--- src/rtl/ifu_fetch_ctrl_if.sv ---
// IFU link bundle: decoder handshake, writeback next-PC, memory req/resp port
// and status. The master modport is the fetch unit; slave is its environment.
interface ifu_fetch_ctrl_if;
    logic        IFU_valid;
    logic        IDU_ready;
    logic [31:0] inst;
    logic [31:0] pc;
    logic        pc_update;
    logic [31:0] dnpc;
    logic        mem_req_valid;
    logic        mem_req_ready;
    logic [31:0] mem_addr;
    logic        mem_resp_valid;
    logic [31:0] mem_resp_data;
    logic        mem_resp_err;
    logic        fetch_err;
    logic [31:0] inst_cnt;

    modport master (
        output IFU_valid, inst, pc, mem_req_valid, mem_addr, fetch_err, inst_cnt,
        input  IDU_ready, pc_update, dnpc, mem_req_ready, mem_resp_valid,
               mem_resp_data, mem_resp_err
    );

    modport slave (
        input  IFU_valid, inst, pc, mem_req_valid, mem_addr, fetch_err, inst_cnt,
        output IDU_ready, pc_update, dnpc, mem_req_ready, mem_resp_valid,
               mem_resp_data, mem_resp_err
    );
endinterface

--- src/rtl/ifu_fetch_ctrl.sv ---
// Instruction fetch controller. One instruction in flight: request the word at
// pc, hold it toward the decoder until accepted, then wait for writeback to
// supply the next pc. Bus errors, wait timeouts and misaligned targets park
// the unit in a terminal error state until reset.
module ifu_fetch_ctrl #(
    parameter logic [31:0] RESET_PC     = 32'h8000_0000,
    parameter int unsigned WAIT_TIMEOUT = 255
) (
    input  logic              clk,
    input  logic              rst,
    ifu_fetch_ctrl_if.master  bus
);

    typedef enum logic [2:0] {
        S_REQ  = 3'd0,
        S_WAIT = 3'd1,
        S_HOLD = 3'd2,
        S_EXEC = 3'd3,
        S_ERR  = 3'd4
    } state_t;

    // Counter only as wide as the timeout needs; at least one bit.
    localparam int unsigned   CW         = (WAIT_TIMEOUT > 32'd1) ? $clog2(WAIT_TIMEOUT + 32'd1) : 1;
    localparam logic [CW-1:0] TIMEOUT_V  = CW'(WAIT_TIMEOUT);
    localparam bit            TIMEOUT_EN = (WAIT_TIMEOUT != 32'd0);

    state_t        state_r;
    state_t        state_s;
    logic [CW-1:0] wait_cnt_r;
    logic [CW-1:0] wait_cnt_s;
    logic [31:0]   pc_r;
    logic [31:0]   pc_s;
    logic [31:0]   inst_r;
    logic [31:0]   inst_s;
    logic [31:0]   inst_cnt_r;
    logic [31:0]   inst_cnt_s;
    logic          ifu_valid_r;
    logic          mem_req_valid_r;
    logic          fetch_err_r;

    logic          req_fire_s;
    logic          hs_fire_s;
    logic          misaligned_s;

    assign req_fire_s   = mem_req_valid_r & bus.mem_req_ready;
    assign hs_fire_s    = ifu_valid_r & bus.IDU_ready;
    assign misaligned_s = (bus.dnpc[1:0] != 2'b00);

    // Next-state and next-datapath values for the fetch sequence.
    always_comb begin
        state_s    = state_r;
        wait_cnt_s = wait_cnt_r;
        pc_s       = pc_r;
        inst_s     = inst_r;
        inst_cnt_s = inst_cnt_r;
        case (state_r)
            S_REQ: begin
                // Cleared here so every S_WAIT visit starts counting from zero.
                wait_cnt_s = '0;
                if (req_fire_s) begin
                    state_s = S_WAIT;
                end else begin
                    state_s = S_REQ;
                end
            end
            S_WAIT: begin
                // Value after this cycle = number of S_WAIT cycles spent so far.
                wait_cnt_s = wait_cnt_r + CW'(1'b1);
                if (bus.mem_resp_valid) begin
                    if (bus.mem_resp_err) begin
                        state_s = S_ERR;
                    end else begin
                        inst_s  = bus.mem_resp_data;
                        state_s = S_HOLD;
                    end
                end else if (TIMEOUT_EN && (wait_cnt_s == TIMEOUT_V)) begin
                    state_s = S_ERR;
                end else begin
                    state_s = S_WAIT;
                end
            end
            S_HOLD: begin
                if (hs_fire_s) begin
                    inst_cnt_s = inst_cnt_r + 32'd1;
                    state_s    = S_EXEC;
                end else begin
                    state_s = S_HOLD;
                end
            end
            S_EXEC: begin
                if (bus.pc_update) begin
                    pc_s = bus.dnpc;
                    if (misaligned_s) begin
                        state_s = S_ERR;
                    end else begin
                        state_s = S_REQ;
                    end
                end else begin
                    state_s = S_EXEC;
                end
            end
            S_ERR: begin
                state_s = S_ERR;
            end
            default: begin
                // Unreachable encodings are treated as a fault.
                state_s = S_ERR;
            end
        endcase
    end

    // State, datapath and registered outputs; outputs follow the next state so
    // they line up with the state they describe.
    always_ff @(posedge clk or posedge rst) begin
        if (rst) begin
            state_r         <= S_REQ;
            wait_cnt_r      <= '0;
            pc_r            <= RESET_PC;
            inst_r          <= 32'd0;
            inst_cnt_r      <= 32'd0;
            ifu_valid_r     <= 1'b0;
            mem_req_valid_r <= 1'b0;
            fetch_err_r     <= 1'b0;
        end else begin
            state_r         <= state_s;
            wait_cnt_r      <= wait_cnt_s;
            pc_r            <= pc_s;
            inst_r          <= inst_s;
            inst_cnt_r      <= inst_cnt_s;
            ifu_valid_r     <= (state_s == S_HOLD);
            mem_req_valid_r <= (state_s == S_REQ);
            fetch_err_r     <= fetch_err_r | (state_s == S_ERR);
        end
    end

    assign bus.IFU_valid     = ifu_valid_r;
    assign bus.inst          = inst_r;
    assign bus.pc            = pc_r;
    assign bus.mem_req_valid = mem_req_valid_r;
    assign bus.mem_addr      = pc_r;
    assign bus.fetch_err     = fetch_err_r;
    assign bus.inst_cnt      = inst_cnt_r;

endmodule

--- src/flat_wrapper.sv ---
// flat-port wrapper written by rule: the top's interface ports become plain ports
module ifu_fetch_ctrl_flat 
#(
    parameter logic [31:0] RESET_PC     = 32'h8000_0000,
    parameter int unsigned WAIT_TIMEOUT = 255
)
  (clk, rst, bus_IFU_valid, bus_inst, bus_pc, bus_mem_req_valid, bus_mem_addr, bus_fetch_err, bus_inst_cnt, bus_IDU_ready, bus_pc_update, bus_dnpc, bus_mem_req_ready, bus_mem_resp_valid, bus_mem_resp_data, bus_mem_resp_err);
  ifu_fetch_ctrl_if bus_i ();
  input  logic clk;
  input  logic rst;
  output wire logic [$bits(bus_i.IFU_valid)-1:0] bus_IFU_valid;
  output wire logic [$bits(bus_i.inst)-1:0] bus_inst;
  output wire logic [$bits(bus_i.pc)-1:0] bus_pc;
  output wire logic [$bits(bus_i.mem_req_valid)-1:0] bus_mem_req_valid;
  output wire logic [$bits(bus_i.mem_addr)-1:0] bus_mem_addr;
  output wire logic [$bits(bus_i.fetch_err)-1:0] bus_fetch_err;
  output wire logic [$bits(bus_i.inst_cnt)-1:0] bus_inst_cnt;
  input wire logic [$bits(bus_i.IDU_ready)-1:0] bus_IDU_ready;
  input wire logic [$bits(bus_i.pc_update)-1:0] bus_pc_update;
  input wire logic [$bits(bus_i.dnpc)-1:0] bus_dnpc;
  input wire logic [$bits(bus_i.mem_req_ready)-1:0] bus_mem_req_ready;
  input wire logic [$bits(bus_i.mem_resp_valid)-1:0] bus_mem_resp_valid;
  input wire logic [$bits(bus_i.mem_resp_data)-1:0] bus_mem_resp_data;
  input wire logic [$bits(bus_i.mem_resp_err)-1:0] bus_mem_resp_err;
  assign bus_IFU_valid = bus_i.IFU_valid;
  assign bus_inst = bus_i.inst;
  assign bus_pc = bus_i.pc;
  assign bus_mem_req_valid = bus_i.mem_req_valid;
  assign bus_mem_addr = bus_i.mem_addr;
  assign bus_fetch_err = bus_i.fetch_err;
  assign bus_inst_cnt = bus_i.inst_cnt;
  assign bus_i.IDU_ready = bus_IDU_ready;
  assign bus_i.pc_update = bus_pc_update;
  assign bus_i.dnpc = bus_dnpc;
  assign bus_i.mem_req_ready = bus_mem_req_ready;
  assign bus_i.mem_resp_valid = bus_mem_resp_valid;
  assign bus_i.mem_resp_data = bus_mem_resp_data;
  assign bus_i.mem_resp_err = bus_mem_resp_err;
  ifu_fetch_ctrl #(.RESET_PC(RESET_PC), .WAIT_TIMEOUT(WAIT_TIMEOUT)) u_core (.clk(clk), .rst(rst), .bus(bus_i));
endmodule
--- config.mk ---
export PLATFORM = sky130hd
export DESIGN_NAME = ifu_fetch_ctrl_flat
export DESIGN_NICKNAME = d
export VERILOG_FILES = /design/src/rtl/ifu_fetch_ctrl_if.sv /design/src/rtl/ifu_fetch_ctrl.sv /design/src/flat_wrapper.sv
export SDC_FILE = /design/constraint.sdc
export NUM_CORES = 1
export LEC_CHECK = 0
export ABC_CLOCK_PERIOD_IN_PS = 6300
export CAP_MARGIN = 30
export CELL_PAD_IN_SITES_DETAIL_PLACEMENT = 0
export CELL_PAD_IN_SITES_GLOBAL_PLACEMENT = 1
export CORE_MARGIN = 1.5
export CORE_UTILIZATION = 35
export CTS_BUF_LIST = sky130_fd_sc_hd__clkbuf_16
export DETAILED_ROUTE_END_ITERATION = 7
export GPL_TIMING_DRIVEN = 0
export HOLD_SLACK_MARGIN = 0.1
export PLACE_DENSITY_LB_ADDON = 0.1
export SYNTH_ARGS = -nofsm -noshare
export SYNTH_HDL_FRONTEND = slang
export SYNTH_SLANG_ARGS = --single-unit
--- constraint.sdc ---
create_clock -name clk -period 6.3 [get_ports clk]
set_clock_uncertainty 0.2 [all_clocks]
set_input_delay 1.26 -clock clk [delete_from_list [all_inputs] [get_ports clk]]
set_output_delay 1.26 -clock clk [all_outputs]
set_load 0.01 [all_outputs]
# Yosys cells after proc, flatten, opt, wreduce, memory -nomap -nowiden
# Cells that the tools add are included.
# totals
regBits	110
latch_bits	0
ramBits	0
rom_bits	0
in_bits	71
output_inout_bits	131
wordCells	36
n_memories	0
# classes
addsub	2
multipliers	0
n_div	0
order_cmp	0
n_eq_ne	6
shifts	0
muxes	9
bitwise	4
reduce_logical	7
# ops
operator	count
adder 32 x 1 -> 32 bit, second input constant	1
one-hot mux 8 bit (2 select lines)	1
2-to-1 mux 3 bit	5
one-hot mux 3 bit (4 select lines)	1
== test 3 x 2 -> 1 bit, second input constant	3
adder 8 x 1 -> 8 bit, second input constant	1
== test 8 bit, second input constant	1
logical NOT 3 bit	2
AND reduction 2 bit	2
nonzero test 2 bit	2
== test 3 x 1 -> 1 bit, second input constant	1
== test 3 bit, second input constant	1
AND reduction 3 bit	1
AND 1 bit	2
2-to-1 mux 1 bit	2
NOT 1 bit	1
bitwise OR 1 bit	1

# Logic depth before layout (Yosys ltp)
# Gate-level depths: netlist (run 1).
# depth
depth_word	7
depth_mapped	6
ltp_nobuf	6

# Worst setup path before layout (run 1)
# Ideal clock, no wire load.
# synth_path
kind	input to register
startpoint	input port bus_mem_resp_valid
endpoint	register u_core.inst_r[19], in the netlist u_core.bus.inst[19]
setup_ns	0.128
t_arrival_ns	2.260
t_required_ns	5.972
path_slack_ns	3.713
path_stages	5
n_path_buf	2
cell_sequence	nand3b_1 or3_1 clkbuf_1 buf_2 mux2_1
# synth_between
elab_chain_len	1
# synth_lines
item	line_no	text
start, declared	flat_wrapper.sv:22	input wire logic [$bits(bus_i.mem_resp_valid)-1:0] bus_mem_resp_valid;
AND reduction 3 bit (no line)	n/a	
end signal, assigned	ifu_fetch_ctrl.sv:128	inst_r <= inst_s;
end, declared	ifu_fetch_ctrl.sv:33	logic [31:0] inst_r;
# No other way between the ends.
# A chain may end at the register's enable or synchronous reset.

# Final worst setup path (run 1)
# layout_path
startpoint	input port bus_mem_resp_valid
endpoint	register u_core.inst_r[1], in the netlist u_core.bus.inst[1]
# Same word-level chain as after synthesis.

==> results of run 1 <==
-- worst max path at each step --
| stage | from | endpoint | slack [ns] | depth (start not counted) |
|---|---|---|---|---|
| floorplan | rst | u_core.bus.IFU_valid$_DFF_PP0_ | 1.94 | 1 |
| global placement | rst | u_core.bus.inst[0]$_DFFE_PP0P_ | 0.16 | 2 |
| detailed placement | bus_mem_resp_valid | u_core.bus.inst[27]$_DFFE_PP0P_ | 2.92 | 6 |
| CTS | bus_mem_resp_valid | u_core.bus.inst[1]$_DFFE_PP0P_ | 3.30 | 6 |
| global route | bus_mem_resp_valid | u_core.bus.inst[22]$_DFFE_PP0P_ | 3.21 | 6 |
| finish | bus_mem_resp_valid | u_core.bus.inst[1]$_DFFE_PP0P_ | 3.32 | 6 |
-- cell families after synthesis --
family                   Yosys count  synth area share
flip-flops                       110             0.571
adder cells (fa/ha/maj)            3           0.00778
AO/OA/AOI/OAI                     24            0.0337
XOR/XNOR                          33            0.0599
AND/OR/NAND/NOR                   96             0.109
buffers and inverters             49            0.0662
multiplexers                      65             0.152
-- report_power, final --
group / switching (uW) / leakage, uW / internal, uW
clock: 266 / 0.000131 / 270
sequential: 0 / 0.00152 / 705
combinational: 20.2 / 0.00171 / 39.8
total: 287 / 0.00336 / 1020
-- synth_stat cells, types with 2 or more instances --
master,n,area (sq um)
a21oi_1,2,10.0
and2_1,2,12.5
and3_1,7,43.8
and4_1,4,35.0
buf_2,6,30.0
buf_4,32,240
clkbuf_1,3,11.3
dfrtp_1,109,2730
ha_1,3,37.5
inv_1,7,26.3
mux2_1,11,124
mux2_2,54,608
nand2_1,27,101
nand2b_1,3,18.8
nand3_1,16,80.1
nand4_1,8,50.1
nor2_1,11,41.3
nor2_2,2,12.5
nor2b_1,2,12.5
nor4_1,2,12.5
o21ai_0,8,40.0
o31ai_1,4,30.0
or3_1,2,12.5
xnor2_1,28,245
xor2_1,5,43.8
-- cell type report --
| class | count | area, sq um | share of cell area |
|---|---|---|---|
| Clock inverter | 7 | 48.8 | 0.00663 |
| Clock buffer | 9 | 225 | 0.0306 |
| Sequential cell | 110 | 2750 | 0.374 |
| Inverter | 7 | 28.8 | 0.00391 |
| Buffer | 42 | 293 | 0.0398 |
| Timing Repair Buffer | 202 | 2040 | 0.277 |
| Tap cell | 176 | 220 | 0.0299 |
| Multi-Input combinational cell | 221 | 1750 | 0.238 |
-- sequential cells by signal, indices dropped and copies added, names as in the netlist --
name,cells
u_core.bus.inst_cnt,32
u_core.bus.fetch_err,1
u_core.bus.inst,32
u_core.state_r,3
u_core.bus.mem_addr,32
u_core.bus.mem_req_valid,1
u_core.bus.IFU_valid,1
u_core.wait_cnt_r,8
-- critical path: stages --
cell and delay [ns]:
clkdlybuf4s50_1 0.52, nand3b_1 0.11, or3_1 0.31, clkbuf_1 0.22
buf_2 0.26, mux2_1 0.33
-- through the flow --
stage	utilization	area [sq um]	total power (uW)
after global routing	0.551	7360	1360
after detailed placement	0.531	7080	781
after floorplan	-	4820	731
after CTS	0.551	7360	1330
after global placement	0.528	7050	778
final	0.551	7360	1300
-- routing by layer --
layer	vias to the layer above	track usage	part of all wire
met5	-	0	0
met1	1731	0.198	0.42
li1	1712	-	-
met3	16	0.0387	0.049
met4	0	0.0632	0.020
met2	103	0.282	0.51
==> key figures, run 1 <==
Run status
  – Status: finished, final reports clean

STA
  – Final Critical Period: 2.98 ns
  – Setup TNS: 0 ns
  – Hold Slack: 0.279 ns
  – Hold Vio Cnt, Final: 0
  – Slew headroom: 0.536
  – Slew @ Worst Pin: 0.696 ns
  – Final worst slack: 3.32 ns
  – RSZ-0062 raised after global routing: no
  – Period Utilization, post-route: 0.474
  – Slew Viols, Final: 0
  – Setup Viol. Count Final: 0
  – Maximum clock rate: 0.335 GHz

Clocking
  – Worst-Skew Late Latency: 0.36 ns
  – H-Tree Depth: 3
  – Post-cts sizing count: 0
  – Max clock buf depth: 2
  – TritonCTS clock tree: done
  – Root Buffer: clkbuf_16
  – Post CTS Setup Buffer Count: 0
  – Hold buffers post-CTS: 0
  – Clock slew at reported path FFs: 0.08 ns
  – TritonCTS Sinks: 110
  – Num CTS Buffers: 9

Pwr
  – VDD IR max: 134 uV
  – Power Density: 177 nW/um^2
  – Leak: 0.00336 uW

Drt
  – Final WL: 11.5 mm
  – DRT iter0 DRCs: 151
  – Vias per cell: 4.60
  – Via count of the routed design: 3,562
  – Antenna viol nets, final: 0
  – Routed WL per cell: 14.9 microns
  – Detailed Routing Iterations Pass 1: 4
  – DRC: 0

Min path
  – Worst Hold Depth: 1
  – Worst Hold End: u_core.bus.inst_cnt[31]$_DFFE_PP0P_
  – Worst hold path type: flop to flop
  – Hold Path Origin: u_core.bus.inst_cnt[31]$_DFFE_PP0P_

Critical path
  – Startpoint types: input pin
  – CP arrival: 3.02 ns
  – CP Max Fanout: 10
  – FF-to-FF Start: u_core.wait_cnt_r[0]$_DFFE_PP0P_
  – Reg2reg end: u_core.state_r[2]$_DFF_PP0_
  – Worst Path Required: 6.33 ns
  – Element type at the critical path end: flop
  – Flop2flop setup slack: 4.09 ns
  – Worst r2r path cells: 6
  – Critical path class: input pin to flop

Synthesis
  – Top_reg_cell synth: dfrtp_1
  – Number of synthesized flops with an enable pin: 0
  – Yosys reg bits: 110
  – Syn Inst Count: 380
  – Syn avg cell area: 12.7 sq um
  – Asr flop ratio synth: 1.00
  – Mapped Nets: 454
  – Mapped Area: 4820 sq um
  – Yosys synthesis warning count: 0
  – Seq/Total Area, Yosys: 0.571
  – Distinct cell type count after synthesis: 47

Placed design
  – Routability cong.: 0.739
  – DP HPWL: 8.80 mm
  – IO buf count: 201
  – DP Worst Slack: 2.92 ns
  – Post-Place Cells: 758

Die
  – Initial Util: 0.361
  – Die X: 120 microns
  – Row count: 42
  – Die height: 120 microns
  – Core area: 13,300 sq um
  – Io pins: 202
  – DIE AREA: 14,500 sq um

Finish
  – Post-Layout Cell Count: 774
  – Commonest non-fill, non-tap cell in the layout: clkdlybuf4s50_1
  – Antenna Diode Count: 0
  – Nets: 667
  – Layout cells sized above 1: 0.199
  – Fillers: 1,149
  – Area Growth Syn to Fin: 52.6%
  – Most frequent cells in the layout: clkdlybuf4s50_1 (201), dfrtp_1 (109), mux2_2 (54), buf_4 (32), xnor2_1 (28)

Global routing
  – Antenna violations before repair: 0
  – Total GRT Usage: 0.164
  – Number of global-route vias before repair: 3,503
  – GRT overflow: 0
  – Largest net degree at the start of global routing: 58
  – First-pass GRT wire length: 18.5 mm

Run
  – Max capacitance violation total: 0
No activity file was read; power rests on OpenSTA's default activity.
==> run 2: changes to the inputs <==
ABC_CLOCK_PERIOD_IN_PS = 3100   (was 6300)
CORE_UTILIZATION = 33   (was 35)
clock period = 3.1 ns   (was 6.3 ns; I/O delays follow)
==> run 2 against run 1 <==
Worst setup slack got worse by 2.5 ns. Flip-flop and latch count unchanged. Power increased by 110%. First-iteration DRC count decreased by 9.3%. Cell area increased by 0.65%. Hold slack improved by 0.0045 ns. Sequential share of layout area decreased by 0.24 points. Clock power increased by 110%. Cell count increased by 0.78%. Via count increased by 0.48%. Core utilization decreased by 2.6 points. Register-to-register slack got worse by 3.2 ns. Largest cell class unchanged. Highest routed layer unchanged.
==> key figures, run 2 (synthesis results as in run 1) <==
Critical path
  – CP Max Fanout: 3 (was 10)
  – Crit path max-delay family: buffers and inverters (unchanged)
  – Critical path class: flop to output pin (was input pin to flop)
  – Element type at the critical path end: output pin (was flop)
  – Worst Path Required: 2.28 ns (was 6.33 ns)
  – Critical path's slowest cell: dfstp_2 (was clkdlybuf4s50_1)
  – CP bufs+invs: 2 (was 3)
  – Crit path cell chain: buf_4 > clkdlybuf4s50_1 (was clkdlybuf4s50_1 > nand3b_1 > or3_1 > clkbuf_1 > buf_2 > mux2_1)
  – Crit path largest cell delay: 0.55 ns (was 0.52 ns)
  – Startpoint types: flop (was input pin)
  – CP arrival: 1.51 ns (was 3.02 ns)

STA
  – Setup Viol. Count Final: 0 (unchanged)
  – Maximum clock rate: 0.429 GHz
  – Period Utilization, post-route: 0.752
  – RSZ-0062 raised after global routing: no (unchanged)
  – Slew Viols, Final: 0 (unchanged)
  – Final worst slack: 0.770 ns (was 3.32 ns)
  – Hold Vio Cnt, Final: 0 (unchanged)
  – Slew @ Worst Pin: 0.447 ns (was 0.696 ns)
  – Final Critical Period: 2.33 ns
  – Slew headroom: 0.701 (was 0.536)
  – Hold Slack: 0.283 ns (was 0.279 ns)

Global routing
  – Met1 usage: 0.191 (was 0.198)
  – Largest net degree at the start of global routing: 37 (was 58)
  – Met2 usage: 0.248 (was 0.282)
  – GRT overflow: 0 (unchanged)
  – Total GRT Usage: 0.152 (was 0.164)
  – Layer with the highest usage: met2 (unchanged)
  – First-pass GRT wire length: 17.7 mm (was 18.5 mm)
  – Met3 Use GR: 0.0554 (was 0.0387)
  – Number of global-route vias before repair: 3,328 (was 3,503)
  – Antenna violations before repair: 0 (unchanged)

Die
  – Initial Util: 0.342 (was 0.361)
  – Die height: 124 microns (was 120 microns)
  – DIE AREA: 15,300 sq um (was 14,500 sq um)
  – Core area: 14,100 sq um (was 13,300 sq um)
  – Die X: 124 microns (was 120 microns)
  – Io pins: 202 (unchanged)
  – Row count: 43 (was 42)

Finish
  – Most frequent cells in the layout: clkdlybuf4s50_1 (201), dfrtp_1 (109), mux2_2 (54), buf_4 (32), xnor2_1 (28) (unchanged)
  – Fillers: 1,248 (was 1,149)
  – Nets: 669 (was 667)
  – Commonest non-fill, non-tap cell in the layout: clkdlybuf4s50_1 (unchanged)
  – Area Growth Syn to Fin: 53.6% (was 52.6%)
  – Post-Layout Cell Count: 780 (was 774)
  – Antenna Diode Count: 0 (unchanged)
  – Layout cells sized above 1: 0.195 (was 0.199)

Placed design
  – DP Worst Slack: 0.410 ns (was 2.92 ns)
  – DP HPWL: 8.90 mm (was 8.80 mm)
  – Routability cong.: 0.829 (was 0.739)
  – Post-Place Cells: 764 (was 758)
  – IO buf count: 201 (unchanged)

Clocking
  – Num CTS Buffers: 9 (unchanged)
  – Worst-Skew Late Latency: 0.35 ns (was 0.36 ns)
  – TritonCTS Sinks: 110 (unchanged)
  – TritonCTS clock tree: done (unchanged)
  – Post-cts sizing count: 0 (unchanged)
  – H-Tree Depth: 3 (unchanged)
  – Post CTS Setup Buffer Count: 0 (unchanged)
  – Clock slew at reported path FFs: 0.07 ns (was 0.08 ns)
  – Root Buffer: clkbuf_16 (unchanged)
  – Hold buffers post-CTS: 0 (unchanged)
  – Max clock buf depth: 2 (unchanged)

Pwr
  – VDD IR max: 254 uV (was 134 uV)
  – Power Density: 363 nW/um^2 (was 177 nW/um^2)
  – Pwr Total: 2690 uW (was 1300 uW)
  – Leak: 0.00339 uW (was 0.00336 uW)

Drt
  – Routed WL per cell: 14.8 microns (was 14.9 microns)
  – Vias per cell: 4.59 (was 4.60)
  – DRT iter0 DRCs: 137 (was 151)
  – Final WL: 11.5 mm (about the same)
  – Detailed Routing Iterations Pass 1: 4 (unchanged)
  – Via count of the routed design: 3,579 (was 3,562)
  – DRC: 0 (unchanged)
  – Antenna viol nets, final: 0 (unchanged)

Run status
  – Status: finished, final reports clean (unchanged)

Run
  – Max capacitance violation total: 0 (unchanged)

Min path
  – Worst hold path type: flop to flop (unchanged)
## run 2: through the flow
step	util	instance area, sq um	TNS (ns)
3_5_place_dp	0.505	7120	0
5_1_grt	0.525	7410	0
6_report	0.525	7410	0
4_1_cts	0.525	7410	0
3_3_place_gp	0.501	7060	-23.88
2_1_floorplan	-	4830	0
## run 2: layout make-up
| type | instances | area (sq um) | share of cell area |
|---|---|---|---|
| Timing Repair Buffer | 204 | 2070 | 0.280 |
| Multi-Input combinational cell | 221 | 1750 | 0.236 |
| Inverter | 7 | 30.0 | 0.00405 |
| Sequential cell | 110 | 2750 | 0.372 |
| Buffer | 42 | 293 | 0.0395 |
| Clock inverter | 7 | 57.6 | 0.00777 |
| Clock buffer | 9 | 225 | 0.0304 |
| Tap cell | 180 | 225 | 0.0304 |
## run 2: worst min-delay path, delay by kind of cell, from the launching register on
family / cells / cell delay [ns]
and+or+nand+nor: 2 / 0.10
DFF: 1 / 0.35
## run 2: path summary, 6_finish.rpt
path | start | end | slack, ns | depth (start not counted)
worst max-delay path | u_core.bus.mem_addr[31]$_DFFE_PP1P_ | bus_pc[31] | 0.77 | 2
worst min-delay path | u_core.bus.fetch_err$_DFF_PP0_ | u_core.bus.fetch_err$_DFF_PP0_ | 0.28 | 2
worst max register to register | u_core.wait_cnt_r[1]$_DFFE_PP0P_ | u_core.state_r[2]$_DFF_PP0_ | 0.90 | 6
worst min register to register | u_core.bus.fetch_err$_DFF_PP0_ | u_core.bus.fetch_err$_DFF_PP0_ | 0.28 | 2
max in group asynchronous | rst | u_core.bus.inst[11]$_DFFE_PP0P_ | 1.53 | 4
min in group asynchronous | rst | u_core.bus.mem_addr[22]$_DFFE_PP0P_ | 0.43 | 2
## run 2: layer usage
metal | wire (microns) | share of wire | up-vias
met5 | 0 | 0 | -
li1 | - | - | 1720
met2 | 5690 | 0.49 | 110
met1 | 4900 | 0.43 | 1739
met3 | 791 | 0.069 | 10
met4 | 124 | 0.011 | 0
## run 2: report_power, final
part	leakage [uW]	switching, uW	total, uW	internal, uW
registers	0.00152	0	1430	1430
clock network	0.000149	508	1120	616
logic	0.00172	41.7	127	84.9
